`src/rtl/count_nox_loader_if.sv`:
```
// count_nox_loader_if
// Signal bundle between the loader and its environment:
//   host side    : start, x_in, result, result_valid, result_ack, busy
//   byte stream  : in_valid, in_data, in_ready
//   counter side : go, x, address, dataIn, done, freq
// The master modport is the environment (host + counter). The slave
// modport is the loader itself.
interface count_nox_loader_if;
    logic       start;
    logic [7:0] x_in;
    logic       in_valid;
    logic [7:0] in_data;
    logic       in_ready;
    logic       go;
    logic [7:0] x;
    logic [7:0] address;
    logic [7:0] dataIn;
    logic       done;
    logic [7:0] freq;
    logic [7:0] result;
    logic       result_valid;
    logic       result_ack;
    logic       busy;

    modport master (
        output start, x_in, in_valid, in_data, address, done, freq, result_ack,
        input  in_ready, go, x, dataIn, result, result_valid, busy
    );

    modport slave (
        input  start, x_in, in_valid, in_data, address, done, freq, result_ack,
        output in_ready, go, x, dataIn, result, result_valid, busy
    );
endinterface

```
`src/rtl/count_nox_loader.sv`:
```
// count_nox_loader
// Front end for the CountNox counter. Latches the search value, collects
// SIZE array bytes from a valid/ready stream, serves them back through a
// combinational read port, launches the counter with a one-cycle go and
// holds the returned frequency until the host acknowledges it.
// Ports:
//   clk   : system clock, rising edge
//   reset : synchronous, active-low reset
//   bus   : count_nox_loader_if.slave (host, stream and counter signals)
//
// state  | meaning
// IDLE   | waiting for start
// LOAD   | accepting array bytes
// GO     | single-cycle launch of the counter
// RUN    | waiting for a fresh done from the counter
// HOLD   | result valid, waiting for result_ack
module count_nox_loader #(
    parameter int SIZE = 8
) (
    input  logic               clk,
    input  logic               reset,
    count_nox_loader_if.slave  bus
);

    localparam int         IW     = (SIZE > 1) ? $clog2(SIZE) : 1;
    localparam logic [7:0] LAST   = 8'(SIZE - 1);
    localparam logic [8:0] SIZE_W = 9'(SIZE);

    typedef enum logic [2:0] {
        S_IDLE,
        S_LOAD,
        S_GO,
        S_RUN,
        S_HOLD
    } state_t;

    state_t     state;
    state_t     state_nxt;
    logic [7:0] x_q;
    logic [7:0] result_q;
    logic [7:0] wr_ptr;
    logic       seen_low;
    logic [7:0] mem [0:SIZE-1];

    logic       in_ready;
    logic       go;
    logic       result_valid;
    logic       busy;
    logic       start_fire;
    logic       load_fire;
    logic       capture;
    logic [7:0] data_rd;

    always_ff @(posedge clk) begin
        if (!reset) begin
            state <= S_IDLE;
        end else begin
            state <= state_nxt;
        end
    end

    always_comb begin
        state_nxt    = state;
        in_ready     = 1'b0;
        go           = 1'b0;
        result_valid = 1'b0;
        busy         = 1'b1;
        start_fire   = 1'b0;
        load_fire    = 1'b0;
        capture      = 1'b0;
        case (state)
            S_IDLE: begin
                busy = 1'b0;
                if (bus.start) begin
                    start_fire = 1'b1;
                    state_nxt  = S_LOAD;
                end
            end
            S_LOAD: begin
                in_ready = 1'b1;
                if (bus.in_valid) begin
                    load_fire = 1'b1;
                    if (wr_ptr == LAST) begin
                        state_nxt = S_GO;
                    end
                end
            end
            S_GO: begin
                go        = 1'b1;
                state_nxt = S_RUN;
            end
            S_RUN: begin
                // Only a done that rises after launch counts; a level left
                // over from the previous run must be seen low first.
                if (bus.done && seen_low) begin
                    capture   = 1'b1;
                    state_nxt = S_HOLD;
                end
            end
            S_HOLD: begin
                result_valid = 1'b1;
                if (bus.result_ack) begin
                    state_nxt = S_IDLE;
                end
            end
            default: begin
                state_nxt = S_IDLE;
            end
        endcase
    end

    always_ff @(posedge clk) begin
        if (!reset) begin
            x_q      <= 8'h00;
            wr_ptr   <= 8'h00;
            seen_low <= 1'b0;
            result_q <= 8'h00;
        end else begin
            if (start_fire) begin
                x_q    <= bus.x_in;
                wr_ptr <= 8'h00;
            end
            if (load_fire) begin
                wr_ptr <= wr_ptr + 8'h01;
            end
            if (state == S_GO) begin
                seen_low <= 1'b0;
            end
            if (state == S_RUN && !bus.done) begin
                seen_low <= 1'b1;
            end
            if (capture) begin
                result_q <= bus.freq;
            end
        end
    end

    // Array storage is deliberately left out of reset.
    always_ff @(posedge clk) begin
        if (reset && load_fire) begin
            mem[wr_ptr[IW-1:0]] <= bus.in_data;
        end
    end

    always_comb begin
        data_rd = 8'h00;
        if ({1'b0, bus.address} < SIZE_W) begin
            data_rd = mem[bus.address[IW-1:0]];
        end
    end

    assign bus.in_ready     = in_ready;
    assign bus.go           = go;
    assign bus.x            = x_q;
    assign bus.dataIn       = data_rd;
    assign bus.result       = result_q;
    assign bus.result_valid = result_valid;
    assign bus.busy         = busy;

endmodule

```
`src/flat_wrapper.sv`:
```
// flat-port wrapper written by rule: the top's interface ports become plain ports
module count_nox_loader_flat 
#(
    parameter int SIZE = 8
)
  (clk, reset, bus_start, bus_x_in, bus_in_valid, bus_in_data, bus_address, bus_done, bus_freq, bus_result_ack, bus_in_ready, bus_go, bus_x, bus_dataIn, bus_result, bus_result_valid, bus_busy);
  count_nox_loader_if bus_i ();
  input  logic clk;
  input  logic reset;
  input wire logic [$bits(bus_i.start)-1:0] bus_start;
  input wire logic [$bits(bus_i.x_in)-1:0] bus_x_in;
  input wire logic [$bits(bus_i.in_valid)-1:0] bus_in_valid;
  input wire logic [$bits(bus_i.in_data)-1:0] bus_in_data;
  input wire logic [$bits(bus_i.address)-1:0] bus_address;
  input wire logic [$bits(bus_i.done)-1:0] bus_done;
  input wire logic [$bits(bus_i.freq)-1:0] bus_freq;
  input wire logic [$bits(bus_i.result_ack)-1:0] bus_result_ack;
  output wire logic [$bits(bus_i.in_ready)-1:0] bus_in_ready;
  output wire logic [$bits(bus_i.go)-1:0] bus_go;
  output wire logic [$bits(bus_i.x)-1:0] bus_x;
  output wire logic [$bits(bus_i.dataIn)-1:0] bus_dataIn;
  output wire logic [$bits(bus_i.result)-1:0] bus_result;
  output wire logic [$bits(bus_i.result_valid)-1:0] bus_result_valid;
  output wire logic [$bits(bus_i.busy)-1:0] bus_busy;
  assign bus_i.start = bus_start;
  assign bus_i.x_in = bus_x_in;
  assign bus_i.in_valid = bus_in_valid;
  assign bus_i.in_data = bus_in_data;
  assign bus_i.address = bus_address;
  assign bus_i.done = bus_done;
  assign bus_i.freq = bus_freq;
  assign bus_i.result_ack = bus_result_ack;
  assign bus_in_ready = bus_i.in_ready;
  assign bus_go = bus_i.go;
  assign bus_x = bus_i.x;
  assign bus_dataIn = bus_i.dataIn;
  assign bus_result = bus_i.result;
  assign bus_result_valid = bus_i.result_valid;
  assign bus_busy = bus_i.busy;
  count_nox_loader #(.SIZE(SIZE)) u_core (.clk(clk), .reset(reset), .bus(bus_i));
endmodule
```
`config.mk`:
```
export PLATFORM = sky130hd
export DESIGN_NAME = count_nox_loader_flat
export DESIGN_NICKNAME = d
export VERILOG_FILES = /design/src/rtl/count_nox_loader_if.sv /design/src/rtl/count_nox_loader.sv /design/src/flat_wrapper.sv
export SDC_FILE = /design/constraint.sdc
export NUM_CORES = 1
export LEC_CHECK = 0
export ABC_CLOCK_PERIOD_IN_PS = 4300
export CORE_MARGIN = 2
export CORE_UTILIZATION = 51
export CTS_BUF_LIST = sky130_fd_sc_hd__clkbuf_8 sky130_fd_sc_hd__clkbuf_16
export DETAILED_ROUTE_END_ITERATION = 7
export PLACE_DENSITY = 0.77
export RECOVER_POWER = 100
export SLEW_MARGIN = 5
export SYNTH_ARGS = -nofsm -noshare
export SYNTH_HDL_FRONTEND = slang
export SYNTH_SLANG_ARGS = --single-unit
```
`constraint.sdc`:
```
create_clock -name clk -period 4.3 [get_ports clk]
set_input_delay 0.43 -clock clk [delete_from_list [all_inputs] [get_ports clk]]
set_output_delay 0.43 -clock clk [all_outputs]
set_load 0.01 [all_outputs]
```
Word level (Yosys, flattened, before mapping)
Memory sizes are Yosys's and may differ from the RTL's.
Index checks and enable logic that the tools add are counted.
{ "word_totals": {"memories": 1, "word_cells": 49, "out_inout_bits": 28, "register_bits": 28, "input_bits": 38, "ram_bits": 64} }
{ "op_classes": {"magnitude_cmp": 1, "eq_ne": 10, "mux": 23, "reduce_logical": 8, "n_addsub": 1} }
{ "mem_list": {"columns": ["name", "depth", "word_bits", "read_ports", "rd_clocked_by_memory_dff", "wr", "line_no", "rtl"], "rows": [
  ["u_core.mem", 8, 8, 1, 0, 1, "count_nox_loader.sv:43", "logic [7:0] mem [0:SIZE-1];"]
]} }
{ "op_table": {"columns": ["operator", "n"], "rows": [
  ["$mux 8", 3],
  ["$mux 3", 5],
  ["$pmux 3 s5", 1],
  ["$mux 1", 14],
  ["$add 8x1->8 const B", 1],
  ["$eq 8x3->1 const B", 1],
  ["$lt 8x4->1 const B", 1],
  ["$eq 3x2->1 const B", 2],
  ["$ne 2x2->1 const B", 3],
  ["$reduce_and 5->1", 1],
  ["$ne 2x1->1 const B", 2],
  ["$reduce_bool 2->1", 2],
  ["$eq 3x1->1 const B", 1],
  ["$eq 3x3->1 const B", 1],
  ["$logic_and 1x1->1", 3],
  ["$logic_not 3->1", 1],
  ["$logic_not 1->1", 1]
]} }

Longest topological paths before layout
Gate-level depths: netlist of the first run.
{ "logic_depth": {"depth_word": 5, "mapped_depth": 5, "mapped_depth_nobuf": 4} }

Least setup slack after synthesis of the first run
No wires, ideal clock.
{ "synth_path": {"path_type": "input port to flip-flop", "startpoint": "in reset", "endpoint": "mem u_core.mem[0][0] (enable)", "n_path_buf": 1, "setup_time_ns": 0.383, "path_stages": 4, "arrival_ns": 1.811, "slack_ns": 2.105, "t_required_ns": 3.917, "cell_sequence": "clkbuf_1 -> inv_1 -> or3_1 -> nor3_1"} }
{ "synth_via": {"elab_chain_cells": 3} }
{ "synth_rtl": {"columns": ["element", "line_no", "rtl"], "rows": [
  ["start, declared", "flat_wrapper.sv:9", "input logic reset;"],
  ["$logic_and 1x1->1", "count_nox_loader.sv:140", "if (reset && load_fire) begin"],
  ["$mux 1", "count_nox_loader.sv:140", null],
  ["$mux 1 (not written as such)", "count_nox_loader.sv:141", "mem[wr_ptr[IW-1:0]] <= bus.in_data;"],
  ["end, declared", "count_nox_loader.sv:43", null]
]} }
Every way passes these cells.

Worst setup path after layout of the first run
{ "layout_path": {"startpoint": "in bus_address[1]", "endpoint": "out bus_dataIn[5]"} }
{ "layout_via": {"elab_chain_cells": 2, "elab_cells_between_ends": 3, "cone_classes": "1 x order compare; 1 x mux; 1 x memory"} }
{ "layout_rtl": {"columns": ["element", "line_no", "rtl"], "rows": [
  ["start, declared", "flat_wrapper.sv:14", "input wire logic [$bits(bus_i.address)-1:0] bus_address;"],
  ["$lt 8x4->1 or $mem_v2 8x8 (tied branches)", null, null],
  ["$mux 8 *", "count_nox_loader.sv:147", "if ({1'b0, bus.address} < SIZE_W) begin"],
  ["end, declared", "flat_wrapper.sv:21", "output wire logic [$bits(bus_i.dataIn)-1:0] bus_dataIn;"]
]} }
Mark *: on every way between the ends. The rest lies on a longest branch, timed or not.

==> flow_summary.ini, run 1 <==
[status]
outcome = completed

[global_routing]
grt_first_pass_wirelength_mm = 12.19
grt_max_degree = 25
grt_pass1_vias = 2447
gr-total-overflow = 0
grt_antenna_before_repair = 0
grt.total_usage_pct = 18.98

[yosys]
syn-cell-area_mm2 = 0.003784
ys_ff_latch = 92
netlist.area_leader.share_pct = 50.79
synth_area_per_cell_um2 = 13.61
yosys_warnings = 0
synth_async_sr_flop_share_pct = 0
ys_types = 44
synth_top_area_cell = edfxtp_1
ys_top_cells_by_area = edfxtp_1, dfxtp_1, mux4_2
postSynthCellCount = 278
seq_area_frac_synth_pct = 65.61
ys.flop_type = edfxtp_1
synth_nets = 317
synth_edf_count = 64

[worst_setup_path]
worstPathRequired_ns = 3.87
start_kind = input port
path_class = input port to primary output
critPathArrivalTime_ns = 2.67
crit_fanout = 16
reg2reg_depth = 4
end_kind = primary output

[die]
start_util_pct = 52.45
io_pins = 66
num_rows = 31
core_area_mm2 = 0.007214
dieArea_mm2 = 0.008123
die_w_um = 90.13
die_h_um = 90.13

[timing]
hold_violations = 0
setup_tns_ns = 0
maxSlewHeadroom_pct = 40.91
max_freq_mhz = 322.1
final-setup-viol-count = 0
clock_skew_ns = 0.01134
rsz0062_at_grt = false
min_period_over_period_pct = 72.19
worst_pin_slew_ns = 0.8830
slew_viol_final = 0
min_period_ns = 3.104

[drt]
route.detailed.drc = 0
finalWirelength_mm = 7.365
wl_per_cell_um = 16.55
drtAntennaViolNets = 0
viasPerCell = 5.512
drt_first_pass_iters = 4
drt_iter0_drc = 98
vias = 2453

[final_layout]
post-route-cell-area_mm2 = 0.004683
nets = 380
syn_to_final_growth_pct = 23.78
final_cells = 445
layout_commonest_cell = edfxtp_1
layout_common_cells = edfxtp_1, dlygate4sd3_1, clkdlybuf4s50_1, dfxtp_1, nand2_1
post-route-util_pct = 64.92
diodes = 0
drive_gt1_share_pct = 10.40

[clocking]
path_clk_slew_ns = 0.08
cts_buffers = 9
cts_setup_buffers = 0
post_cts_resized = 0
worstSkewPairLatency_ns = 0.35
ctsRootBufferMaster = clkbuf_8
cts_hold_buf = 0
h-tree-depth = 3
clock_sinks = 92
cts_tree = built
cts_max_path_buffers = 2

[place]
numPortBuffers = 65
placed_cells = 429
dp_hpwl_mm = 5.101
place.gp.congestion = 0.8072
place_area_mm2 = 0.004502

[power_and_ir_drop]
total_power_uw = 1641
ir_drop_uv = 180.2
leakage_uw = 0.001623
p_per_area_mw_per_mm2 = 350.3

[run]
maxCapViolations = 0

[min_path]
min_path_cells = 2
hold_path_class = flip-flop to flip-flop
==> where the power goes <==
| group | internal, µW | total, µW | switching (µW) |
|---|---|---|---|
| clock network | 271 | 569 | 299 |
| logic | 61.3 | 112 | 50.7 |
| registers | 953 | 959 | 6.66 |
| total | 1280 | 1640 | 356 |
==> cells in the mapped netlist (6+ instances only) <==
library cell and count:
a21oi_1 21, buf_2 6, clkbuf_1 8, dfxtp_1 28
edfxtp_1 64, inv_1 19, mux4_2 16, nand2_1 27
nand2b_1 7, nand3_1 16, nor2_1 7, o21ai_0 8
o22ai_1 8
==> per-layer routing <==
| metal | track usage, % | up-vias | share of wire (%) |
|---|---|---|---|
| met5 | 0 | - | 0 |
| met4 | 6.154 | 0 | 1.2 |
| met3 | 5.448 | 10 | 7.6 |
| met2 | 31.77 | 96 | 50 |
| met1 | 23.98 | 1168 | 41 |
| li1 | - | 1179 | - |
==> cell type report <==
type	count	area, µm²
Sequential cell	92	2482
Timing Repair Buffer	70	673.1
Clock inverter	7	72.57
Tap cell	99	123.9
Clock buffer	9	123.9
Fill cell	548	2531
Inverter	20	75.07
Multi-Input combinational cell	148	1132
==> worst paths after layout <==
kind / start / slack [ns] / endpoint
setup / recovery: bus_address[1] / 1.20 / bus_dataIn[5]
hold reg to reg: u_core.bus.x[2]$_SDFFE_PN0P_ / 0.45 / u_core.bus.x[2]$_SDFFE_PN0P_
hold / removal: u_core.bus.x[2]$_SDFFE_PN0P_ / 0.45 / u_core.bus.x[2]$_SDFFE_PN0P_
setup reg to reg: u_core.state[0]$_SDFFE_PN0P_ / 1.76 / u_core.mem[3][6]$_DFFE_PP_
==> metrics by stage <==
step | setup slack (ns) | hold WS (ns)
floorplan | 2.105 | 0.4546
global placement | 1.300 | 0.4411
detailed placement | 1.229 | 0.4467
CTS | 1.269 | 0.4573
global route | 1.073 | 0.4854
finish | 1.196 | 0.4522
==> registers in the layout (all words and copies together), names as in the netlist <==
signal / count
u_core.wr_ptr: 8
u_core.state: 3
u_core.bus.x: 8
u_core.seen_low: 1
u_core.bus.result: 8
u_core.mem: 64
==> logic make-up after synthesis <==
| kind of cell | share of synthesized area, % |
|---|---|
| flip-flops | 65.61 |
| AND/OR/NAND/NOR | 11.67 |
| AO/OA/AOI/OAI | 7.871 |
| buffers and inverters | 4.464 |
| multiplexers | 10.05 |
| adder cells (fa/ha/maj) | 0.3306 |
==> critical path, cell delays in order <==
cell           delay [ns]
dlygate4sd3_1        1.02
mux4_2               0.35
inv_1                0.05
o22ai_1              0.18
dlygate4sd3_1        0.64
Note: power is estimated with default switching activity, not from simulation.
==> run 2, diff against run 1 <==
ABC_CLOCK_PERIOD_IN_PS = 2800   (was 4300)
CORE_UTILIZATION = 47   (was 51)
PLACE_DENSITY = 0.75   (was 0.77)
clock period = 2.8 ns   (was 4.3 ns; I/O delays follow)
==> flow_summary.ini, run 2 (same netlist as run 1, synthesis figures left out) <==
[drt]
drt_iter0_drc = 222
drt_first_pass_iters = 4
wl_per_cell_um = 17.13
finalWirelength_mm = 7.864
route.detailed.drc = 0
vias = 2527
drtAntennaViolNets = 0
viasPerCell = 5.505

[global_routing]
grt_first_pass_wirelength_mm = 12.67
grt_pass1_vias = 2463
grt_max_degree = 24
grt.total_usage_pct = 19.32
gr-total-overflow = 0
grt_antenna_before_repair = 0

[clocking]
cts_hold_buf = 0
cts_max_path_buffers = 2
cts_tree = built
post_cts_resized = 0
ctsRootBufferMaster = clkbuf_8
worstSkewPairLatency_ns = 0.36
cts_buffers = 9
path_clk_slew_ns = 0.09
clock_sinks = 92
cts_setup_buffers = 0
h-tree-depth = 3

[worst_setup_path]
critical-path-slowest-cell = dlygate4sd3_1
r2r_start = u_core.state[0]$_SDFFE_PN0P_
end_kind = primary output
path_class = input port to primary output
critPathArrivalTime_ns = 2.37
r2r-end = u_core.mem[2][2]$_DFFE_PP_
reg2reg_depth = 4
crit_path_max_incr_delay_ns = 0.63
start_kind = input port
reg2reg_setup_slack_ns = 0.36
crit_fanout = 8
crit_chain = clkdlybuf4s50_1 > nor4_1 > or3b_1 > o22ai_1 > dlygate4sd3_1
worstPathRequired_ns = 2.52

[final_layout]
multi_input_area_mm2 = 0.001110
drive_gt1_share_pct = 11.48
syn_to_final_growth_pct = 25.69
seq_area_mm2 = 0.002482
layout_common_cells = edfxtp_1, dlygate4sd3_1, clkdlybuf4s50_1, dfxtp_1, nand2_1
fillCellCount = 623
diodes = 0
layout_commonest_cell = edfxtp_1
largest_register_ffs = 64
nets = 391

[place]
numPortBuffers = 65
place_ws_ns = 0.1923
place.gp.congestion = 0.7555
dp_hpwl_mm = 5.476

[status]
outcome = completed

[min_path]
min_path_cells = 2
worstHoldEndpoint = u_core.bus.x[5]$_SDFFE_PN0P_
hold_start = u_core.bus.x[5]$_SDFFE_PN0P_
hold_path_class = flip-flop to flip-flop

[timing]
maxSlewHeadroom_pct = 8.348
setup_tns_ns = 0
slew_viol_final = 0
final-setup-viol-count = 0
max_freq_mhz = 376.7
min_period_ns = 2.654
rsz0062_at_grt = false
hold_violations = 0
worst_pin_slew_ns = 1.356
min_period_over_period_pct = 94.80
clock_skew_ns = 0.01209
final.setup.worst_slack_ns = 0.1456

[die]
die_h_um = 93.73
num_rows = 32
die_w_um = 93.73
dieArea_mm2 = 0.008784
core_area_mm2 = 0.007767
io_pins = 66
start_util_pct = 48.71

[power_and_ir_drop]
switchingPower_uw = 586.2
power.internal_uw = 1995
p_per_area_mw_per_mm2 = 542.8
comb_power_share_pct = 6.9
swShare_pct = 22.71
leakage_uw = 0.001674
clkPwrFrac_pct = 36.1
ir_drop_uv = 309.3
p_seq_share_pct = 57.0
total_power_uw = 2582

[run]
maxCapViolations = 0
==> run 2: cell types whose count changed in the layout (fill, tap and decap cells not counted), moves of 2 or more <==
cell	previous run	this run
clkbuf_1	4	8
buf_4	1	4
clkbuf_2	0	3
clkinv_2	2	0
==> run 2: stage by stage <==
stage	hold slack, ns	cell area (µm²)	cells	util, %
after CTS	0.4525	4816	459	62.00
after detailed placement	0.4479	4601	443	59.23
after floorplan	0.3789	3784	278	-
after global placement	0.4411	4601	443	59.23
final	0.4510	4756	459	61.23
after global routing	0.4678	4756	459	61.23
==> run 2: worst max path at each step <==
stage / startpoint / endpoint
after CTS: bus_address[7] / bus_dataIn[2]
after detailed placement: bus_address[7] / bus_dataIn[2]
after floorplan: u_core.state[2]$_SDFFE_PN0P_ / u_core.mem[0][0]$_DFFE_PP_
after global placement: bus_address[7] / bus_dataIn[3]
after global routing: bus_address[7] / bus_dataIn[1]
final: bus_address[7] / bus_dataIn[2]
==> run 2: power by group through the flow <==
stage / combinational [µW] / sequential (µW) / clock [µW]
floorplan: 84.1 / 1500 / 0
global placement: 185 / 1500 / 0
detailed placement: 189 / 1500 / 0
CTS: 189 / 1470 / 957
global route: 196 / 1470 / 1010
finish: 178 / 1470 / 931
==> run 2: final cells by class <==
cell class | count | area share (%)
sequential | 92 | 52.20
clock buffer | 9 | 2.605
tap | 102 | 2.683
inverter | 20 | 1.579
multi-input combinational | 148 | 23.34
clock inverter | 7 | 1.921
timing repair buffer | 81 | 15.68
==> run 2: worst max-delay path: cells and delay by family <==
kind,cells,cell delay (ns)
buffers and inverters,2,1.03
and+or+nand+nor,2,0.87
AOI/OAI and AO/OA,1,0.20
==> run 2: per-layer routing <==
metal | wire length, µm | up-vias | global-route usage (%)
li1 | - | 1205 | -
met1 | 3354 | 1214 | 25.37
met2 | 3850 | 97 | 30.89
met3 | 539 | 11 | 4.655
met4 | 119 | 0 | 8.213
met5 | 0 | - | 0
